$ cat src/rtl/alu_req_scheduler.sv
// Two-requester round-robin front end for the shared 4-bit ALU; one op in flight, optional ALU_OPCNT_EN op counter.
// Latency: response valid SETTLE_CYC cycles after accept; illegal opcodes respond in the cycle right after accept.
// Backpressure: rsp_* held stable while rsp_ready=0; no request is accepted until the response handshake completes.
module alu_req_scheduler #(
    parameter int unsigned SETTLE_CYC = 1,
    parameter int unsigned CNT_W      = 16
) (
    input  logic             clk,
    input  logic             rst_n,
    input  logic [1:0]       req_valid,
    output logic [1:0]       req_ready,
    input  logic [7:0]       req_opcode,
    input  logic [7:0]       req_a,
    input  logic [7:0]       req_b,
    input  logic [1:0]       req_cin,
    output logic             rsp_valid,
    input  logic             rsp_ready,
    output logic             rsp_id,
    output logic [7:0]       rsp_y,
    output logic [3:0]       rsp_cout,
    output logic             rsp_err,
    output logic [3:0]       alu_a,
    output logic [3:0]       alu_b,
    output logic             alu_cin,
    output logic [3:0]       alu_opcode,
    input  logic [3:0]       alu_y,
    input  logic [7:0]       alu_y8,
    input  logic [3:0]       alu_cout,
`ifdef ALU_OPCNT_EN
    output logic [CNT_W-1:0] op_count,
`endif
    output logic             busy
);

    if (SETTLE_CYC < 1 || SETTLE_CYC > 15 || CNT_W < 1) begin : g_param_chk
        $error("alu_req_scheduler: SETTLE_CYC must be 1..15 and CNT_W >= 1");
    end

    typedef enum logic [1:0] {
        IDLE   = 2'd0,
        SETTLE = 2'd1,
        RESP   = 2'd2
    } state_e;

    localparam logic [3:0] SETTLE_INIT = 4'(SETTLE_CYC);
    localparam logic [3:0] OP_LAST     = 4'd10;
    localparam logic [3:0] OP_MUL      = 4'd9;

    state_e     state_q, state_d;
    logic [3:0] cnt_q, cnt_d;
    logic       rr_q, rr_d;
    logic [3:0] alu_a_q, alu_a_d, alu_b_q, alu_b_d, alu_op_q, alu_op_d;
    logic       alu_cin_q, alu_cin_d;
    logic       rsp_id_q, rsp_id_d, rsp_err_q, rsp_err_d;
    logic [7:0] rsp_y_q, rsp_y_d;
    logic [3:0] rsp_cout_q, rsp_cout_d;

    logic [1:0] grant;
    logic       acc, acc_id, acc_cin;
    logic [3:0] acc_op, acc_a, acc_b;

    // Fixed priority when only one requester asks; rr_q breaks ties.
    always_comb begin
        grant = req_valid;
        if (req_valid == 2'b11) begin
            grant = rr_q ? 2'b10 : 2'b01;
        end
        req_ready = (state_q == IDLE) ? grant : 2'b00;
    end

    assign acc     = |req_ready;
    assign acc_id  = req_ready[1];
    assign acc_op  = acc_id ? req_opcode[7:4] : req_opcode[3:0];
    assign acc_a   = acc_id ? req_a[7:4]      : req_a[3:0];
    assign acc_b   = acc_id ? req_b[7:4]      : req_b[3:0];
    assign acc_cin = acc_id ? req_cin[1]      : req_cin[0];

    always_comb begin
        state_d    = state_q;
        cnt_d      = cnt_q;
        rr_d       = rr_q;
        alu_a_d    = alu_a_q;
        alu_b_d    = alu_b_q;
        alu_op_d   = alu_op_q;
        alu_cin_d  = alu_cin_q;
        rsp_id_d   = rsp_id_q;
        rsp_err_d  = rsp_err_q;
        rsp_y_d    = rsp_y_q;
        rsp_cout_d = rsp_cout_q;
        case (state_q)
            IDLE: begin
                if (acc) begin
                    rsp_id_d = acc_id;
                    rr_d     = ~acc_id;
                    if (acc_op <= OP_LAST) begin
                        alu_a_d   = acc_a;
                        alu_b_d   = acc_b;
                        alu_op_d  = acc_op;
                        alu_cin_d = acc_cin;
                        cnt_d     = SETTLE_INIT;
                        state_d   = SETTLE;
                    end else begin
                        // ALU is never driven with an illegal opcode; previous operands stay put.
                        rsp_err_d  = 1'b1;
                        rsp_y_d    = 8'd0;
                        rsp_cout_d = 4'd0;
                        state_d    = RESP;
                    end
                end
            end
            SETTLE: begin
                cnt_d = cnt_q - 4'd1;
                if (cnt_q == 4'd1) begin
                    rsp_y_d    = (alu_op_q == OP_MUL) ? alu_y8 : {4'd0, alu_y};
                    rsp_cout_d = alu_cout;
                    rsp_err_d  = 1'b0;
                    state_d    = RESP;
                end
            end
            RESP: begin
                if (rsp_ready) begin
                    state_d = IDLE;
                end
            end
            default: state_d = IDLE;
        endcase
    end

    always_ff @(posedge clk or negedge rst_n) begin
        if (!rst_n) begin
            state_q    <= IDLE;
            cnt_q      <= 4'd0;
            rr_q       <= 1'b0;
            alu_a_q    <= 4'd0;
            alu_b_q    <= 4'd0;
            alu_op_q   <= 4'd0;
            alu_cin_q  <= 1'b0;
            rsp_id_q   <= 1'b0;
            rsp_err_q  <= 1'b0;
            rsp_y_q    <= 8'd0;
            rsp_cout_q <= 4'd0;
        end else begin
            state_q    <= state_d;
            cnt_q      <= cnt_d;
            rr_q       <= rr_d;
            alu_a_q    <= alu_a_d;
            alu_b_q    <= alu_b_d;
            alu_op_q   <= alu_op_d;
            alu_cin_q  <= alu_cin_d;
            rsp_id_q   <= rsp_id_d;
            rsp_err_q  <= rsp_err_d;
            rsp_y_q    <= rsp_y_d;
            rsp_cout_q <= rsp_cout_d;
        end
    end

    assign rsp_valid  = (state_q == RESP);
    assign busy       = (state_q != IDLE);
    assign rsp_id     = rsp_id_q;
    assign rsp_err    = rsp_err_q;
    assign rsp_y      = rsp_y_q;
    assign rsp_cout   = rsp_cout_q;
    assign alu_a      = alu_a_q;
    assign alu_b      = alu_b_q;
    assign alu_cin    = alu_cin_q;
    assign alu_opcode = alu_op_q;

`ifdef ALU_OPCNT_EN
    logic [CNT_W-1:0] op_count_q, op_count_d;

    // Counts successful ALU operations only; error responses are excluded.
    always_comb begin
        op_count_d = op_count_q;
        if (rsp_valid && rsp_ready && !rsp_err_q && (op_count_q != {CNT_W{1'b1}})) begin
            op_count_d = op_count_q + {{(CNT_W-1){1'b0}}, 1'b1};
        end
    end

    always_ff @(posedge clk or negedge rst_n) begin
        if (!rst_n) begin
            op_count_q <= '0;
        end else begin
            op_count_q <= op_count_d;
        end
    end

    assign op_count = op_count_q;
`endif

endmodule

$ cat config.mk
export PLATFORM = sky130hd
export DESIGN_NAME = alu_req_scheduler
export DESIGN_NICKNAME = d
export VERILOG_FILES = /design/src/rtl/alu_req_scheduler.sv
export SDC_FILE = /design/constraint.sdc
export NUM_CORES = 1
export LEC_CHECK = 0
export ABC_AREA = 1
export CAP_MARGIN = 5
export CORE_ASPECT_RATIO = 0.7
export CORE_MARGIN = 5
export CORE_UTILIZATION = 46
export CTS_BUF_LIST = sky130_fd_sc_hd__clkbuf_4 sky130_fd_sc_hd__clkbuf_8
export CTS_CLUSTER_DIAMETER = 30
export DETAILED_ROUTE_END_ITERATION = 12
export MAX_ROUTING_LAYER = met4
export PLACE_DENSITY = 0.87
export SYNTH_ARGS = -nofsm -noshare
export SYNTH_HDL_FRONTEND = slang
export SYNTH_SLANG_ARGS = --single-unit
$ cat constraint.sdc
create_clock -name clk -period 3.5 [get_ports clk]
set_input_delay 0.35 -clock clk [delete_from_list [all_inputs] [get_ports clk]]
set_output_delay 0.35 -clock clk [all_outputs]
set_load 0.01 [all_outputs]
Yosys cells after proc, flatten, opt, wreduce, memory -nomap -nowiden
Index checks and enable logic that the tools add are counted.
W data, S select, Z words.
{"block": "word_totals", "ff_bits": 34, "latch_bits": 0, "ram_bits": 0, "rom_bits": 0, "in_bits": 47, "output_inout_bits": 31, "word_cells": 61, "mem_count": 0}
{"block": "classes", "addsub": 1, "multipliers": 0, "div": 0, "n_lt_le_gt_ge": 1, "n_eq_ne": 10, "shifts": 0, "muxes": 28, "bitwise_logic": 1, "reduce_logical": 9}
{"cell": "$mux W4", "count": 8}
{"cell": "$mux W8", "count": 4}
{"cell": "$pmux W4 S2", "count": 2}
{"cell": "$pmux W8 S2", "count": 1}
{"cell": "$mux W2", "count": 7}
{"cell": "$reduce_and A3 Y1", "count": 3}
{"cell": "$ne A2 B2 Y1 const B", "count": 3}
{"cell": "$pmux W2 S3", "count": 1}
{"cell": "$eq A2 B2 Y1 const B", "count": 2}
{"cell": "$eq A4 B1 Y1 const B", "count": 1}
{"cell": "$eq A4 B4 Y1 const B", "count": 1}
{"cell": "$le A4 B4 Y1 const B", "count": 1}
{"cell": "$mux W1", "count": 4}
{"cell": "$ne A2 B1 Y1 const B", "count": 2}
{"cell": "$reduce_and A4 Y1", "count": 1}
{"cell": "$reduce_bool A2 Y1", "count": 2}
{"cell": "$sub A4 B1 Y4 const B", "count": 1}
{"cell": "$eq A2 B1 Y1 const B", "count": 1}
{"cell": "$logic_not A2 Y1", "count": 1}
{"cell": "$pmux W1 S2", "count": 1}
{"cell": "$reduce_and A2 Y1", "count": 1}
{"cell": "$reduce_or A2 Y1", "count": 1}
{"cell": "$not A1 Y1", "count": 1}

Longest topological paths before layout
Gate-level depths: netlist (run 1).
{"block": "depth", "depth_word": 8, "depth_mapped": 13, "depth_no_buf": 12}

Least setup slack after synthesis (run 1)
Ideal clock, no wire load.
{"block": "synth_timing", "path_kind": "reg-to-reg", "from": "register state_q[0]", "to": "register alu_a_q[0] (netlist: alu_a[0])", "setup_ps": 122, "t_arrival_ps": 1422, "required_time_ps": 3378, "slack_ps": 1956, "stages_incl_launch_ff": 12, "n_path_buf": 1, "synth_period_minus_slack_ps": 1544, "cell_sequence": "dfrtp_1 -> nor2_4 -> nand3_4 -> nand2_1 -> nand2_1 -> nand2_1 -> nand2_2 -> nand2_4 -> nand2_2 -> buf_2 -> nand2_1 -> o21ai_2"}
{"block": "synth_via", "elab_chain_len": 5, "word_cells_on_any_way": 7, "classes_between": "order compare (1); mux (3); reduce/logical (3)"}
{"element": "start, declared", "line": "49", "rtl": "state_e state_q, state_d;"}
{"element": "start signal, assigned", "line": "143", "rtl": "state_q <= state_d;"}
{"element": "$logic_not A2 Y1 *", "line": "68, 90"}
{"element": "$mux W2", "line": "68", "rtl": "req_ready = (state_q == IDLE) ? grant : 2'b00;"}
{"element": "$mux W4", "line": "73", "rtl": "assign acc_op = acc_id ? req_opcode[7:4] : req_opcode[3:0];"}
{"element": "$le A4 B4 Y1", "line": "95", "rtl": "if (acc_op <= OP_LAST) begin"}
{"element": "$reduce_and A3 Y1 (no line)"}
{"element": "end signal, assigned", "line": "146", "rtl": "alu_a_q <= alu_a_d;"}
{"element": "end, declared", "line": "52", "rtl": "logic [3:0] alu_a_q, alu_a_d, alu_b_q, alu_b_d, alu_op_q, alu_op_d;"}
Mark *: on every way between the ends. The rest lies on a longest branch, timed or not.
A chain may end at the register's enable or synchronous reset.

Final worst setup path (run 1)
{"block": "layout_timing", "from": "input port req_valid[0]", "to": "output port req_ready[1]"}
{"block": "layout_via", "elab_chain_len": 3}
{"element": "start, declared", "line": "10", "rtl": "input logic [1:0] req_valid,"}
{"element": "$eq A2 B2 Y1", "line": "65", "rtl": "if (req_valid == 2'b11) begin"}
{"element": "$mux W2", "line": "65"}
{"element": "$mux W2", "line": "68"}
{"element": "end, declared", "line": "11", "rtl": "output logic [1:0] req_ready,"}
Every way passes these cells.

==> results by group, run 1 <==
Status
  • Outcome: finished clean

Global routing
  • Initial antenna violation count: 0
  • Vias in the first global route: ~1600
  • Total GRT Usage: 20.5%
  • Total gr overflow: 0
  • Largest net degree at the start of global routing: 35
  • First-pass GRT wire length: 7840 um

Cells and area
  • Commonest non-fill, non-tap cells in the layout: nand2_1 (79), clkdlybuf4s50_1 (77), dfrtp_1 (34), nand3_1 (21), inv_1 (18)
  • Most common cell after layout, fill and taps aside: nand2_1
  • Area growth syn-to-layout: 50.5%
  • Register area: roughly 850 um^2
  • Final cell utilization of the core: 73.4%
  • Share of layout cells above drive strength 1: 8.90%
  • Fillers: 286
  • Layout Nets: 341
  • N_diodes: 0
  • Multi-input logic area: 802 um^2

Clock tree
  • Total CTS buffers: 5
  • CTS tree: yes
  • Clock Latency Late Sink: 290 ps
  • Root Driver: clkbuf_8
  • CTS Buffer Depth: 2
  • Post_cts resized: 0
  • Post-CTS Setup Inserts: 0
  • Clock sink count: 34
  • CTS Hold Bufs: 0
  • H-tree depth: 2
  • Clock slew at reported path FFs: 70 ps

Placement
  • Post-DP HPWL: 3610 um
  • Port-buffer cells: 77
  • Global placer's final weighted congestion: 0.821

Die
  • Die Ht: 61.7 um
  • IO Pins: 78
  • Die area: 0.00517 mm^2
  • Initial core utilization: between 40% and 50%
  • Num rows: 18
  • Die width: 83.9 um
  • Core Area: about 0.0036 mm^2

Route
  • Post-route ant nets: 0
  • Drt total wl: around 4700 um
  • Drt drc: 0
  • DR iter-0 viols: 119
  • Via-per-instance ratio: about 4.8
  • First-pass detailed-route iteration total: 4
  • Wire per inst: 13.8 um
  • Vias post-DR: 1649

Critical path
  • Kind of critical path: in2out
  • Worst path required time: 3150 ps
  • Crit path DAT: between 1500 and 2000 ps
  • Worst R2R Path Depth: 10
  • Critical path peak fanout: 16
  • Register-to-register setup slack: 1440 ps
  • Worst r2r dst: alu_b[1]
  • Worst Setup End Kind: output pin
  • Origin of the critical flop-to-flop path: state_q[1]
  • CP startpoint kind: input pin

Pwr
  • Pwr per Cell Area: around 770 mW/mm^2
  • Pleak: 1.32 nW
  • VDD IR max: about 520 uV
  • Total power: 2.03 mW

Timing
  • Achievable Freq: approximately 450 MHz
  • Skew final: around 1.9 ps
  • Total negative slack: 0 ps
  • Final cycle utilization of the critical path: between 60% and 70%
  • Final Hold Viols: 0
  • Slew @ Worst Pin: 821 ps
  • Rel. slew slack: 45.1%
  • RSZ-0062 raised after global routing: no
  • Setup Viol. Count Final: 0
  • Final Max Slew Viols: 0
  • Minimum clock period: 2230 ps
  • Hold WS: roughly 460 ps

Synthesis
  • Post-Syn Nets: ~260
  • Avg Cell Area, Syn: 8.29 um^2
  • Synth Instances: 212
  • Cell area after synthesis: roughly 0.0018 mm^2
  • Area contributors post-synth: dfrtp_1 (48%), nand2_1 (17%), nand3_1 (6.0%), mux2i_1 (5.1%), inv_1 (3.8%)
  • Seq/Total Area, Yosys: 48.4%
  • Synth cell types: 25
  • Yosys warns: 0
  • Flops & latches, synth: 34
  • Post-synth top area share: 48.4%
  • Cell type with the largest total area after synthesis: dfrtp_1

Worst hold path
  • Worst Hold Class: in2async

Job
  • Max-Cap Viols: 0
==> Yosys cell counts, drive strengths merged <==
cell	instances
nand2	85
dfrtp	34
nand3	22
inv	19
o21ai	14
mux2i	9
nor2	9
a21oi	7
buf	4
nand4	3
ha	2
a21o	1
clkbuf	1
o31ai	1
or2	1
==> state kept, by name, summed over array words and instances, names as in the netlist <==
name,flops
rsp_y,8
alu_a,4
alu_b,4
alu_opcode,4
cnt_q,4
rsp_cout,4
state_q,2
alu_cin,1
rr_q,1
rsp_err,1
rsp_id,1
==> critical path, cell delays in order <==
cell and delay (ps):
clkdlybuf4s50_1 440, nand2_1 160, nand3_4 250, inv_2 140, clkdlybuf4s50_1 540
==> cells by family after synthesis <==
| logic type | count (synthesis) | share of synthesized area [%] |
|---|---|---|
| flops | 34 | 48.4 |
| buf+inv | 24 | 5.91 |
| compound gates | 23 | 8.33 |
| mux | 9 | 5.13 |
| fa+ha+maj | 2 | 1.42 |
| simple gates | 120 | 30.8 |
==> power breakdown <==
| group | switching, mW | internal, mW | total, mW |
|---|---|---|---|
| sequential | 0.109 | 0.555 | 0.664 |
| clock | 0.144 | 0.133 | 0.277 |
| combinational | 0.593 | 0.491 | 1.08 |
==> final cells by class <==
| cell class | instances | share of cell area [%] |
|---|---|---|
| clock buffers | 5 | 2.60 |
| clock inverters | 2 | 0.379 |
| inverters | 19 | 2.70 |
| multi-input cells | 154 | 30.3 |
| flip-flops and latches | 34 | 32.2 |
| well taps | 50 | 2.37 |
| repair buffers | 78 | 29.4 |
==> worst max path at each step <==
| stage | start | end | slack (ps) | depth (start not counted) |
|---|---|---|---|---|
| finish | req_valid[0] | req_ready[1] | 1270 | 5 |
| global route | state_q[0] | req_ready[1] | 1160 | 4 |
| CTS | state_q[1] | req_ready[1] | 1260 | 4 |
| detailed placement | req_valid[1] | alu_a[2] | 1130 | 10 |
| global placement | req_valid[1] | alu_a[2] | 1260 | 10 |
| floorplan | state_q[0] | alu_a[0] | 1960 | 11 |
==> stage by stage <==
stage | area, um^2 | instances | setup WS, ps
after floorplan | 1760 | 212 | 1960
after global placement | 2560 | 335 | 1260
after detailed placement | 2560 | 335 | 1130
after CTS | 2640 | 342 | 1260
after global routing | 2640 | 342 | 1160
final | 2640 | 342 | 1270
==> metal layers <==
layer	track usage (%)	part of all wire (%)	vias up
met4	8.94	1.8	0
met2	32.7	47	42
met1	25.9	47	763
met3	4.48	4.4	7
met5	-	0	-
li1	-	-	837
No activity file was read; power rests on OpenSTA's default activity.
==> inputs of run 2 (changes only) <==
CORE_UTILIZATION = 43   (was 46)
PLACE_DENSITY = 0.82   (was 0.87)
clock period = 2.1 ns   (was 3.5 ns; I/O delays follow)
==> results by group, run 2 (synthesized netlist as in run 1, its figures left out) <==
Global routing
  • First-pass GRT wire length: 7670 um (was 7840 um)
  • Total GRT Usage: 18.1% (was 20.5%)
  • Grt met1 use: 23.6% (was 25.9%)
  • Largest net degree at the start of global routing: 35 (unchanged)
  • Vias in the first global route: 1662 (was 1627)
  • Initial antenna violation count: 0 (unchanged)
  • Met2 usage: 27.8% (was 32.7%)
  • Total gr overflow: 0 (unchanged)
  • GRT Max-Usage Layer: met2 (unchanged)
  • Met3 Track Usage GR: 4.95% (was 4.48%)

Timing
  • Final Hold Viols: 0 (unchanged)
  • Final cycle utilization of the critical path: 94.4%
  • Final Max Slew Viols: 0 (unchanged)
  • RSZ-0062 raised after global routing: no (unchanged)
  • Final WS setup: 118 ps (was 1270 ps)
  • Skew final: 3.27 ps (was 1.89 ps)
  • Slew @ Worst Pin: 787 ps (was 821 ps)
  • Minimum clock period: 1980 ps
  • Total negative slack: 0 ps (unchanged)
  • Achievable Freq: about 500 MHz
  • Rel. slew slack: 47.5% (was 45.1%)
  • Setup Viol. Count Final: 0 (unchanged)

Die
  • Die area: 0.00548 mm^2 (was 0.00517 mm^2)
  • Initial core utilization: 44.8% (was 48.8%)
  • Num rows: 19 (was 18)
  • Die width: 86.4 um (was 83.9 um)
  • Die Ht: 63.5 um (was 61.7 um)
  • Core Area: 0.00392 mm^2 (was 0.00360 mm^2)
  • IO Pins: 78 (unchanged)

Placement
  • DP Worst Slack: 133 ps (was 1130 ps)
  • Global placer's final weighted congestion: 0.782 (was 0.821)
  • Port-buffer cells: 77 (unchanged)
  • Post-DP HPWL: 3640 um (was 3610 um)

Route
  • DR iter-0 viols: 77 (was 119)
  • Post-route ant nets: 0 (unchanged)
  • Drt drc: 0 (unchanged)
  • Via-per-instance ratio: 4.80 (was 4.82)
  • Drt total wl: 4620 um (was 4700 um)
  • Wire per inst: 13.3 um (was 13.8 um)
  • First-pass detailed-route iteration total: 4 (unchanged)
  • Vias post-DR: 1670 (was 1649)

Cells and area
  • Register area: 851 um^2 (unchanged)
  • Multi-input logic area: 802 um^2 (unchanged)
  • Share of layout cells above drive strength 1: 10.5% (was 8.90%)
  • Commonest non-fill, non-tap cells in the layout: nand2_1 (79), clkdlybuf4s50_1 (76), dfrtp_1 (34), nand3_1 (21), inv_1 (18) (was nand2_1 (79), clkdlybuf4s50_1 (77), dfrtp_1 (34), nand3_1 (21), inv_1 (18))
  • Most common cell after layout, fill and taps aside: nand2_1 (unchanged)
  • Area growth syn-to-layout: 52.8% (was 50.5%)
  • Final cell utilization of the core: 68.4% (was 73.4%)
  • N_diodes: 0 (unchanged)
  • Max reg flops: 8 (unchanged)
  • Layout Nets: 345 (was 341)
  • Fillers: 336 (was 286)

Pwr
  • Sequential share of power: 32.0% (was 32.8%)
  • Combinational Power Share: 54.8% (was 53.5%)
  • Pint: 2.04 mW (was 1.18 mW)
  • Sw Ratio: 40.9% (was 41.8%)
  • Psw: 1.41 mW (was 846 uW)
  • VDD IR max: 737 uV (was 516 uV)
  • Pleak: 1.35 nW (was 1.32 nW)
  • Pwr per Cell Area: 1290 mW/mm^2 (was 766 mW/mm^2)
  • Clock power frac: 13.2% (was 13.7%)

Clock tree
  • Total CTS buffers: 5 (unchanged)
  • Clock Latency Late Sink: 280 ps (was 290 ps)
  • CTS Hold Bufs: 0 (unchanged)
  • CTS tree: yes (unchanged)
  • Clock sink count: 34 (unchanged)
  • Post_cts resized: 0 (unchanged)
  • CTS Buffer Depth: 2 (unchanged)
  • H-tree depth: 2 (unchanged)
  • Clock slew at reported path FFs: 70 ps (about the same)
  • Root Driver: clkbuf_8 (unchanged)
  • Post-CTS Setup Inserts: 0 (unchanged)

Critical path
  • Crit path DAT: 1770 ps (was 1880 ps)
  • Worst path required time: 1890 ps (was 3150 ps)
  • CP startpoint: state_q[1] (was req_valid[0])
  • Critical path peak fanout: 10 (was 16)
  • Kind of critical path: reg2out (was in2out)
  • CP startpoint kind: flop (was input pin)
  • Origin of the critical flop-to-flop path: state_q[1] (unchanged)
  • Worst Setup End Kind: output pin (unchanged)

Status
  • Outcome: finished clean (unchanged)

Job
  • Max-Cap Viols: 0 (unchanged)

Worst hold path
  • Worst Hold Class: in2async (unchanged)
==> run 2: cell types whose count changed in the layout (fill, tap and decap cells not counted) <==
cell             before  now
clkdlybuf4s50_1      77   76
buf_2                 0    1
buf_4                 1    4
buf_12                0    1
==> run 2: final cells by class <==
class,instances,area share (%)
timing repair buffer,82,30.4
tap,52,2.42
sequential,34,31.7
multi-input combinational,154,29.9
clock buffer,5,2.56
clock inverter,2,0.373
inverter,19,2.66
==> run 2: path summary, 6_finish.rpt <==
path | endpoint | slack (ps) | cells after the start
setup / recovery | req_ready[1] | 120 | 4
hold / removal | alu_b[2] | 7 | 1
setup reg to reg | alu_a[1] | 300 | 11
hold reg to reg | rsp_y[4] | 480 | 2
max in group asynchronous | state_q[0] | 1600 | 1
min in group clk | rsp_y[4] | 480 | 2
==> run 2: routing by layer <==
metal | share of wire (%) | vias up
li1 | - | 850
met4 | 0.93 | 0
met2 | 46 | 44
met5 | 0 | -
met1 | 47 | 771
met3 | 6.0 | 5
==> run 2: power by group through the flow <==
stage / logic [mW] / registers, mW / clock network (mW)
2_1_floorplan: 0.962 / 1.19 / 0
3_3_place_gp: 1.86 / 1.11 / 0
3_5_place_dp: 1.90 / 1.11 / 0
4_1_cts: 1.91 / 1.11 / 0.472
5_1_grt: 2.08 / 1.15 / 0.509
6_report: 1.89 / 1.10 / 0.457
==> run 2: critical path, stage by stage (launching register included) <==
cell	delay, ps
dfrtp_1	440
nor2_4	210
nand3_4	170
inv_2	110
clkdlybuf4s50_1	540
==> run 2: stage by stage <==
stage                     total power, mW  hold slack [ps]  instance area (um^2)  std cells
final                                3.45             7.04                  2680        348
after global placement               2.96              324                  2610        341
after global routing                 3.74             57.1                  2680        348
after CTS                            3.49             19.1                  2680        348
after detailed placement             3.02              324                  2610        341
after floorplan                      2.15            -85.6                  1760        212
==> inputs of run 3 (changes only) <==
CORE_ASPECT_RATIO = 1.2   (was 0.7)
==> results by group, run 3 (synthesized netlist as in run 1, its figures left out) <==
Status
  • Outcome: complete, but fails checks (was finished clean)
  • Failing checks: negative hold slack

Cells and area
  • Max reg flops: 8 (unchanged)
  • Commonest non-fill, non-tap cells in the layout: nand2_1 (79), clkdlybuf4s50_1 (76), dfrtp_1 (34), nand3_1 (21), inv_1 (18) (unchanged)
  • Layout Nets: 345 (unchanged)
  • N_diodes: 0 (unchanged)
  • Share of layout cells above drive strength 1: 10.8% (was 10.5%)
  • Area growth syn-to-layout: 53.8% (was 52.8%)
  • Most common cell after layout, fill and taps aside: nand2_1 (unchanged)

Clock tree
  • H-tree depth: 2 (unchanged)
  • Root Driver: clkbuf_8 (unchanged)
  • Post_cts resized: 0 (unchanged)
  • Total CTS buffers: 5 (unchanged)
  • Clock Latency Late Sink: 280 ps (about the same)
  • Clock sink count: 34 (unchanged)
  • Clock slew at reported path FFs: 70 ps (about the same)
  • CTS tree: yes (unchanged)
  • CTS Hold Bufs: 0 (unchanged)
  • Post-CTS Setup Inserts: 0 (unchanged)
  • CTS Buffer Depth: 2 (unchanged)

Critical path
  • Worst path required time: 1890 ps (about the same)
  • Worst Setup End Kind: output pin (unchanged)
  • Kind of critical path: reg2out (unchanged)
  • Origin of the critical flop-to-flop path: state_q[1] (unchanged)
  • Cells along the critical path: nor2_4, nand2_1, a21oi_1, clkdlybuf4s50_1 (was nor2_4, nand3_4, inv_2, clkdlybuf4s50_1)
  • Crit path DAT: 1710 ps (was 1770 ps)
  • CP max stage delay: 550 ps (was 540 ps)
  • Slowest CP cell: clkdlybuf4s50_1 (unchanged)
  • CP startpoint: state_q[1] (unchanged)
  • Critical path peak fanout: 7 (was 10)
  • CP startpoint kind: flop (unchanged)

Die
  • Die width: 68.3 um (was 86.4 um)
  • Core Area: 0.00394 mm^2 (was 0.00392 mm^2)
  • IO Pins: 78 (unchanged)
  • Initial core utilization: 44.6% (was 44.8%)
  • Num rows: 25 (was 19)
  • Die Ht: 80.0 um (was 63.5 um)
  • Die area: 0.00547 mm^2 (was 0.00548 mm^2)

Placement
  • Post-DP HPWL: 3600 um (was 3640 um)
  • Global placer's final weighted congestion: 0.824 (was 0.782)
  • Port-buffer cells: 77 (unchanged)

Timing
  • Rel. slew slack: 50.6% (was 47.5%)
  • Setup Viol. Count Final: 0 (unchanged)
  • Final cycle utilization of the critical path: 91.4% (was 94.4%)
  • Final Hold Viols: 29 (was 0)
  • Skew final: 4.78 ps (was 3.27 ps)
  • Hold WS: -11.1 ps (was 7.04 ps)
  • Minimum clock period: 1920 ps (was 1980 ps)
  • Achievable Freq: 521 MHz (was 505 MHz)
  • Total negative slack: 0 ps (unchanged)
  • Slew @ Worst Pin: 740 ps (was 787 ps)
  • RSZ-0062 raised after global routing: no (unchanged)
  • Final Max Slew Viols: 0 (unchanged)

Pwr
  • Pleak: 1.35 nW (about the same)
  • Total power: 3.49 mW (was 3.45 mW)
  • Pwr per Cell Area: 1290 mW/mm^2 (about the same)
  • VDD IR max: 569 uV (was 737 uV)

Global routing
  • Total gr overflow: 0 (unchanged)
  • Largest net degree at the start of global routing: 35 (unchanged)
  • Total GRT Usage: 18.5% (was 18.1%)
  • First-pass GRT wire length: 7480 um (was 7670 um)
  • Initial antenna violation count: 0 (unchanged)
  • Vias in the first global route: 1648 (was 1662)

Route
  • Drt total wl: 4520 um (was 4620 um)
  • Wire per inst: 12.9 um (was 13.3 um)
  • First-pass detailed-route iteration total: 4 (unchanged)
  • Via-per-instance ratio: 4.76 (was 4.80)
  • Drt drc: 0 (unchanged)
  • Post-route ant nets: 0 (unchanged)
  • DR iter-0 viols: 43 (was 77)
  • Vias post-DR: 1671 (was 1670)

Worst hold path
  • Worst Hold Class: in2async (unchanged)

Job
  • Max-Cap Viols: 0 (unchanged)
[run 3: worst paths after layout]
| path | slack (ps) | end | depth (start not counted) |
|---|---|---|---|
| worst max-delay path | 180 | req_ready[0] | 4 |
| worst min-delay path | -10 | alu_b[3] | 1 |
| worst max register to register | 400 | alu_a[1] | 11 |
| worst min register to register | 470 | rsp_y[7] | 2 |
| max in group asynchronous | 1640 | rr_q | 1 |
| min in group clk | 470 | rsp_y[7] | 2 |
[run 3: final cells by class]
cell class,count,area (um^2)
fillers,338,1240
flip-flops and latches,34,851
repair buffers,82,816
multi-input cells,154,802
clock buffers,7,90.1
inverters,19,71.3
well taps,54,67.6
clock inverters,1,5.00
[run 3: power breakdown]
group | internal [mW] | switching, mW | leakage [nW] | total (mW)
logic | 0.893 | 0.992 | 0.868 | 1.89
registers | 0.925 | 0.179 | 0.435 | 1.10
clock network | 0.277 | 0.227 | 0.0517 | 0.505
[run 3: worst max-delay path, delay by kind of cell, from the launching register on]
family | cells | cell delay (ps)
AOI/OAI and AO/OA | 1 | 120
buffers and inverters | 1 | 550
and+or+nand+nor | 2 | 310
DFF | 1 | 440
[run 3: per-layer routing]
metal	global-route usage (%)	vias to the layer above	wire length [um]
met2	30.6	63	2170
met5	-	-	0
met4	6.56	0	87
li1	-	848	-
met1	20.9	751	1820
met3	5.63	9	438
[run 3: metrics by stage]
stage               utilization, %  area, um^2  setup slack (ps)  hold WS [ps]  instances
floorplan                        -        1760               556         -85.6        212
global placement              66.2        2610               304           321        343
detailed placement            66.2        2610               234           326        343
CTS                           68.6        2700               165          12.3        351
global route                  68.6        2700              87.0          48.4        351
finish                        68.6        2700               181         -11.1        351
